## config.mk

```make
export PLATFORM = sky130hd
export DESIGN_NAME = penalty_round_scorer
export DESIGN_NICKNAME = d
export VERILOG_FILES = /design/src/rtl/penalty_round_scorer.sv
export SDC_FILE = /design/constraint.sdc
export NUM_CORES = 1
export LEC_CHECK = 0
export ABC_AREA = 1
export BUFFER_PORTS_ARGS = -buffer_cell sky130_fd_sc_hd__buf_2
export CORE_ASPECT_RATIO = 1.4
export CORE_MARGIN = 1
export CORE_UTILIZATION = 55
export DETAILED_ROUTE_END_ITERATION = 16
export PLACE_DENSITY = 0.74
export SYNTH_ARGS = -nofsm -noshare
export SYNTH_HDL_FRONTEND = slang
export SYNTH_SLANG_ARGS = --single-unit
```

## constraint.sdc

```tcl
create_clock -name clk -period 1.93 [get_ports clk]
set_input_delay 0.2895 -clock clk [delete_from_list [all_inputs] [get_ports clk]]
set_output_delay 0.2895 -clock clk [all_outputs]
set_load 0.01 [all_outputs]
```

## src/rtl/penalty_round_scorer.sv

```systemverilog
// Round/score bookkeeping for the penalty game: counts resolved shots, tracks
// player wins, holds each result for a display interval and then pulses is_scored.
module penalty_round_scorer #(
  parameter int ROUNDS      = 5,
  parameter int HOLD_CYCLES = 65_000_000
) (
  input  logic       clk,
  input  logic       rst,
  input  logic [2:0] game_state,
  input  logic       shot_valid,
  input  logic       shot_goal,
  output logic       is_scored,
  output logic [3:0] round_counter,
  output logic [2:0] score,
  output logic       last_win,
  output logic       busy
);

  localparam logic [2:0] GS_START   = 3'd0;
  localparam logic [2:0] GS_KEEPER  = 3'd1;
  localparam logic [2:0] GS_SHOOTER = 3'd2;
  localparam logic [2:0] GS_WINNER  = 3'd3;
  localparam logic [2:0] GS_LOOSER  = 3'd4;

  localparam int HC_W = $clog2(HOLD_CYCLES + 1);
  localparam logic [HC_W-1:0] HOLD_LAST  = HC_W'(HOLD_CYCLES - 1);
  localparam logic [3:0]      ROUND_LAST = 4'(ROUNDS - 1);

  typedef enum logic [2:0] {IDLE, WAIT_SHOT, HOLD, REPORT, DONE} state_t;

  state_t          state, next_state;
  logic [HC_W-1:0] hold_cnt;
  logic            win;

  function automatic logic [2:0] sat_add(input logic [2:0] a, input logic b);
    return (a == 3'd7) ? a : a + {2'b00, b};
  endfunction

  // The player defends in KEEPER and attacks in SHOOTER.
  always_comb begin
    win = 1'b0;
    if (game_state == GS_KEEPER)       win = ~shot_goal;
    else if (game_state == GS_SHOOTER) win = shot_goal;
  end

  always_comb begin
    next_state = state;
    case (state)
      IDLE:      if (game_state == GS_KEEPER || game_state == GS_SHOOTER) next_state = WAIT_SHOT;
      WAIT_SHOT: if (shot_valid) next_state = HOLD;
      HOLD:      if (hold_cnt == HOLD_LAST) next_state = REPORT;
      REPORT:    next_state = (round_counter == ROUND_LAST) ? DONE : WAIT_SHOT;
      DONE:      next_state = DONE;
      default:   next_state = IDLE;
    endcase
    // START aborts everything; a decided game freezes the results.
    if (game_state == GS_START)
      next_state = IDLE;
    else if ((game_state == GS_WINNER || game_state == GS_LOOSER) && state != DONE)
      next_state = DONE;
  end

  always_ff @(posedge clk) begin
    if (rst) begin
      state         <= IDLE;
      hold_cnt      <= '0;
      is_scored     <= 1'b0;
      round_counter <= '0;
      score         <= '0;
      last_win      <= 1'b0;
      busy          <= 1'b0;
    end else begin
      state     <= next_state;
      is_scored <= (next_state == REPORT);
      busy      <= (next_state == HOLD) || (next_state == REPORT);
      if (game_state == GS_START) begin
        round_counter <= '0;
        score         <= '0;
        hold_cnt      <= '0;
      end else begin
        case (state)
          WAIT_SHOT: if (next_state == HOLD) begin
            last_win <= win;
            score    <= sat_add(score, win);
            hold_cnt <= '0;
          end
          HOLD:      hold_cnt <= hold_cnt + 1'b1;
          REPORT:    if (next_state == WAIT_SHOT) round_counter <= round_counter + 4'd1;
          default:   ;
        endcase
      end
    end
  end

endmodule
```

* After elaboration in Yosys (flattened, before gate mapping) *
Cells that the tools add are included.
Widths: inputs -> output; s select.

operators by class
  bitwise operators = 3
  add/subtract/negate cells = 3
  muxes and demuxes = 11
  eq/ne operators = 16
  order comparisons = 0
  multiply operators = 0
  reduce and logical (&&, ||, !) cells = 12
  div/mod/pow operators = 0
  shift operators = 0

operators with widths
  operator               number
  $pmux 26 s2            1
  $add 26x1->26 const B  1
  $eq 26x26->1 const B   1
  $mux 26                1
  $eq 3x2->1 const B     6
  $mux 3                 6
  $pmux 3 s5             1
  $eq 3x1->1 const B     3
  $eq 3x3->1 const B     3
  $logic_not 3->1        2
  $reduce_and 3->1       2
  $add 4x1->4 const B    1
  $eq 4x3->1 const B     1
  $reduce_and 2->1       2
  $add 3x1->3            1
  $logic_or 1x1->1       3
  $ne 3x3->1 const B     1
  $not 1->1              3
  $mux 1                 2
  $ne 2x2->1 const B     1
  $reduce_bool 2->1      1
  $reduce_or 2->1        1
  $logic_and 1x1->1      1

word-level totals
  logic and storage cells = 52
  memory bits (writable) = 0
  memories kept = 0
  output and inout port bits = 10
  flip-flop bits (word level) = 39
  input port bits = 7
  latch bits = 0
  memory bits (read-only) = 0

* Longest topological paths before layout *
  depth after elaboration = 9
  mapped depth = 12
  depth with buffers taken out = 12

* Worst setup path before layout *
No wires, ideal clock.

  kind = register to register
  start = register round_counter[0]
  end = register round_counter[0]
  buffers on the path = 0
  slack = 305 ps
  arrival = 1511 ps
  clock period less this slack = 1625 ps
  library setup time = 114 ps
  stages on the path, launching flop included = 11
  data required time = 1816 ps
  cells stage by stage = dfxtp_1 > inv_1 > ha_1 > nand2_1 > nor2_1 > nand2_1 > nand3_2 > a21boi_0 > nand3_1 > nor2_1 > nor2_1

on the way
  word-level cells in the longest chain between the ends = 7
  elaborated cells between the ends (all ways) = 8
  classes of those cells = add/sub: 1; eq/ne: 2; mux: 4; reduce/logical: 1

RTL lines
  element                     RTL line  text
  start, declared             13        output logic [3:0] round_counter,
  start signal, assigned      88        REPORT: if (next_state == WAIT_SHOT) round_counter <= round_counter + 4'd1;
  $eq 4x3->1                  52        REPORT: next_state = (round_counter == ROUND_LAST) ? DONE : WAIT_SHOT;
  $mux 3                      52
  $pmux 3 s5                  48        case (state)
  $mux 3                      59        else if ((game_state == GS_WINNER || game_state == GS_LOOSER) && state != DONE)
  $mux 3                      57        if (game_state == GS_START)
  $eq 3x1->1                  88
  $reduce_and 2->1 (no line)  n/a

Several ways; a longest one is shown, not always the timed one.
A chain may end at the register's enable or synchronous reset.

* Worst setup path after layout *
  start = register round_counter[0]
  end = register hold_cnt[10]

on the way
  word-level cells in the longest chain between the ends = 8

RTL lines
  element                     RTL line  text
  $eq 4x3->1                  52
  $mux 3                      52
  $pmux 3 s5                  48
  $mux 3                      59
  $mux 3                      57
  $eq 3x2->1                  82        WAIT_SHOT: if (next_state == HOLD) begin
  $ne 2x2->1 (no line)        n/a
  $reduce_and 2->1 (no line)  n/a
  end signal, assigned        87        HOLD: hold_cnt <= hold_cnt + 1'b1;
  end, declared               32        logic [HC_W-1:0] hold_cnt;

No other way between the ends.

==> impl_metrics.toml <==
[status]
status = "finished, final reports clean"

[routing]
ant_nets = 0
totalWireLength_um = 5480
firstDrtPassIters = 4
drt_iter0_drc = 108
routed_via_density = 5.54
num_vias = 2377
wl_per_cell_um = 12.8
drcViolationCount = 0

[synth]
synth.area.top_cells = "dfxtp_1 34%, nand2_1 15%, nand3_1 8.5%, nor2_1 8.2%, inv_1 7.1%"
synth_area_um2 = 2290
synthAdderAreaFrac_pct = 2.74
syn_nets = 372
synth_xor_area_share_pct = 1.91
yosys_warnings = 0
synth_cells = 360
postSynthRegisterBits = 39
synth_compound_area_share_pct = 11.5
ys_types = 25
synth_top_area_share_pct = 34.1
synth_top_family_by_area = "simple AND/OR/NAND/NOR gates"
synth.area.mux_share_pct = 0
synth-simple-area-share_pct = 40.3
yosysSeqAreaShare_pct = 34.1
syn_area_per_cell_um2 = 6.35
yosysTopAreaCell = "dfxtp_1"

[timing]
clock.fmax_mhz = 569
setup_tns_ps = 0
min_period_ps = 1760
fin_skew_ps = 8.23
finalHoldViolations = 0
whs_ps = 261
slew_headroom_pct = 64.2
post-route-period-util_pct = 91.1
drv_slew = 0
grt_setup_unrepaired = "false"
setup_viol = 0
worstMarginPinSlew_ps = 537

[finish]
n_fill_cell = 380
drive_gt1_share_pct = 11.9
area_growth_pct = 12.1
antenna-diode-count = 0
final_common_cell = "nand2_1"
design_area_um2 = 2560
nNetsFinal = 397
mostFrequentLayoutCells = "91 x nand2_1, 49 x nor2_1, 43 x inv_1"

[die]
rows = 27
die_h_um = 78.3
dieWidth_um = 56.5
ios = 17
core-area_um2 = 3950
start_util_pct = 57.9
die-area_um2 = 4420

[critical_path]
crit_buf_inv = 1
path_class = "reg2reg"
crit_slowest_cell = "dfxtp_1"
path_delay_family = "simple AND/OR/NAND/NOR gates"
crit_path_end_kind = "flop"
critPathLaunchType = "flop"
cp_data_required_time_ps = 2080
crit_path_max_fanout = 11
crit_chain = "inv_1 > ha_1 > nand2_1 > nor2_1 > nand2_1 > nand3_2 > nand2_2 > nand3_2 > nand3_1 > a21oi_1"
critPathArrivalTime_ps = 1910
slowest_delay_ps = 380
worst-r2r-setup-slack_ps = 170

[clock_tree]
clk_latency_ps = 290
clock-sinks = 39
cts.reportedPaths.clkPinSlew_ps = 80
cts_tree = "yes"
numCtsBuffers = 5
htreeDepth = 2
hold_buffers = 0
root_buffer = "clkbuf_8"
cts_buffer_depth = 2

[power_and_ir_drop]
power.leakage_nw = 1.01
ir_worst_vdd_v = 0.000469
powerDensity_nw_per_um2 = 599

[placement]
port_buffers = 16
dp_hpwl_um = 4000
placed_area_um2 = 2440
place_congestion = 0.910

[grt]
antenna_found_initial = 0
grt_usage_pct = 25.3
grt_pass1_wl_um = 8900
grt_start_max_net_pins = 26
grt_pass1_vias = 2174
grt_remaining_overflow = 0

[flow_run]
max-cap-violations = 0

[min_path]
hp-class = "in2reg"
[power by group]
part	switching, mW	leakage [nW]	total [mW]	internal [mW]
logic	0.0716	0.644	0.0997	0.0280
clock network	0.300	0.0505	0.625	0.325
registers	0.00393	0.314	0.812	0.808
[sequential cells by signal, summed over array words and instances (netlist names)]
signal         count
is_scored          1
state              3
round_counter      4
hold_cnt          26
last_win           1
busy               1
score              3
[metrics by stage]
stage | power, mW | util, % | setup WS, ps | instances
3_5_place_dp | 0.924 | 61.7 | 120 | 420
4_1_cts | 1.54 | 64.4 | 99.2 | 428
2_1_floorplan | 0.894 | - | 305 | 360
3_3_place_gp | 0.922 | 61.7 | 131 | 420
5_1_grt | 1.59 | 64.9 | 6.63 | 429
6_report | 1.54 | 64.9 | 172 | 429
[worst register-to-register path: stages (launching register included)]
cell and delay, ps:
dfxtp_1 380, inv_1 90, ha_1 220, nand2_1 70
nor2_1 40, nand2_1 80, nand3_2 120, nand2_2 160
nand3_2 260, nand3_1 150, a21oi_1 70
[cell usage after synthesis, drive strengths merged]
| library cell | count |
|---|---|
| buf | 3 |
| a21oi | 32 |
| and2 | 4 |
| ha | 5 |
| nand4 | 11 |
| a211oi | 1 |
| o21ai | 16 |
| nand2 | 93 |
| a21boi | 1 |
| xor2 | 5 |
| dfxtp | 39 |
| nor2 | 52 |
| inv | 46 |
| nand3 | 41 |
| a31o | 1 |
| nand3b | 1 |
| clkbuf | 4 |
| nor3 | 5 |
[routing by layer]
metal,vias up,global-route usage [%],share of wire (%)
met2,65,47.3,53
met3,10,4.78,4.9
met4,0,12.0,2.3
met1,1084,26.6,40
li1,1218,-,-
met5,-,0,0
[area by class of cell]
type                    instances  area [µm²]  area share (%)
multi-input cells             269        1310            51.2
clock buffers                   7        96.3            3.76
repair buffers                 24         140            5.46
well taps                      43        53.8            2.10
inverters                      46         173            6.73
clock inverters                 1        7.51           0.293
flip-flops and latches         39         781            30.4
[cell families (layout without fill, tap and decap cells)]
logic type,count (synthesis),after routing
compound gates,51,51
xor+xnor,5,5
fa+ha+maj,5,5
buf+inv,53,78
flops,39,39
simple gates,207,208
[final timing paths]
check	to	cells after the start	from
worst min-delay path	last_win	2	rst
worst min register to register	last_win	2	last_win
worst max register to register	hold_cnt[10]	10	round_counter[0]
worst max-delay path	hold_cnt[10]	10	round_counter[0]
[repair_timing]
action / in CTS / in global routing
resized for setup: 0 / 5
endpoints found under the setup margin: 0 / 12
setup buffers: 0 / 0
Note: power is estimated with default switching activity, not from simulation.
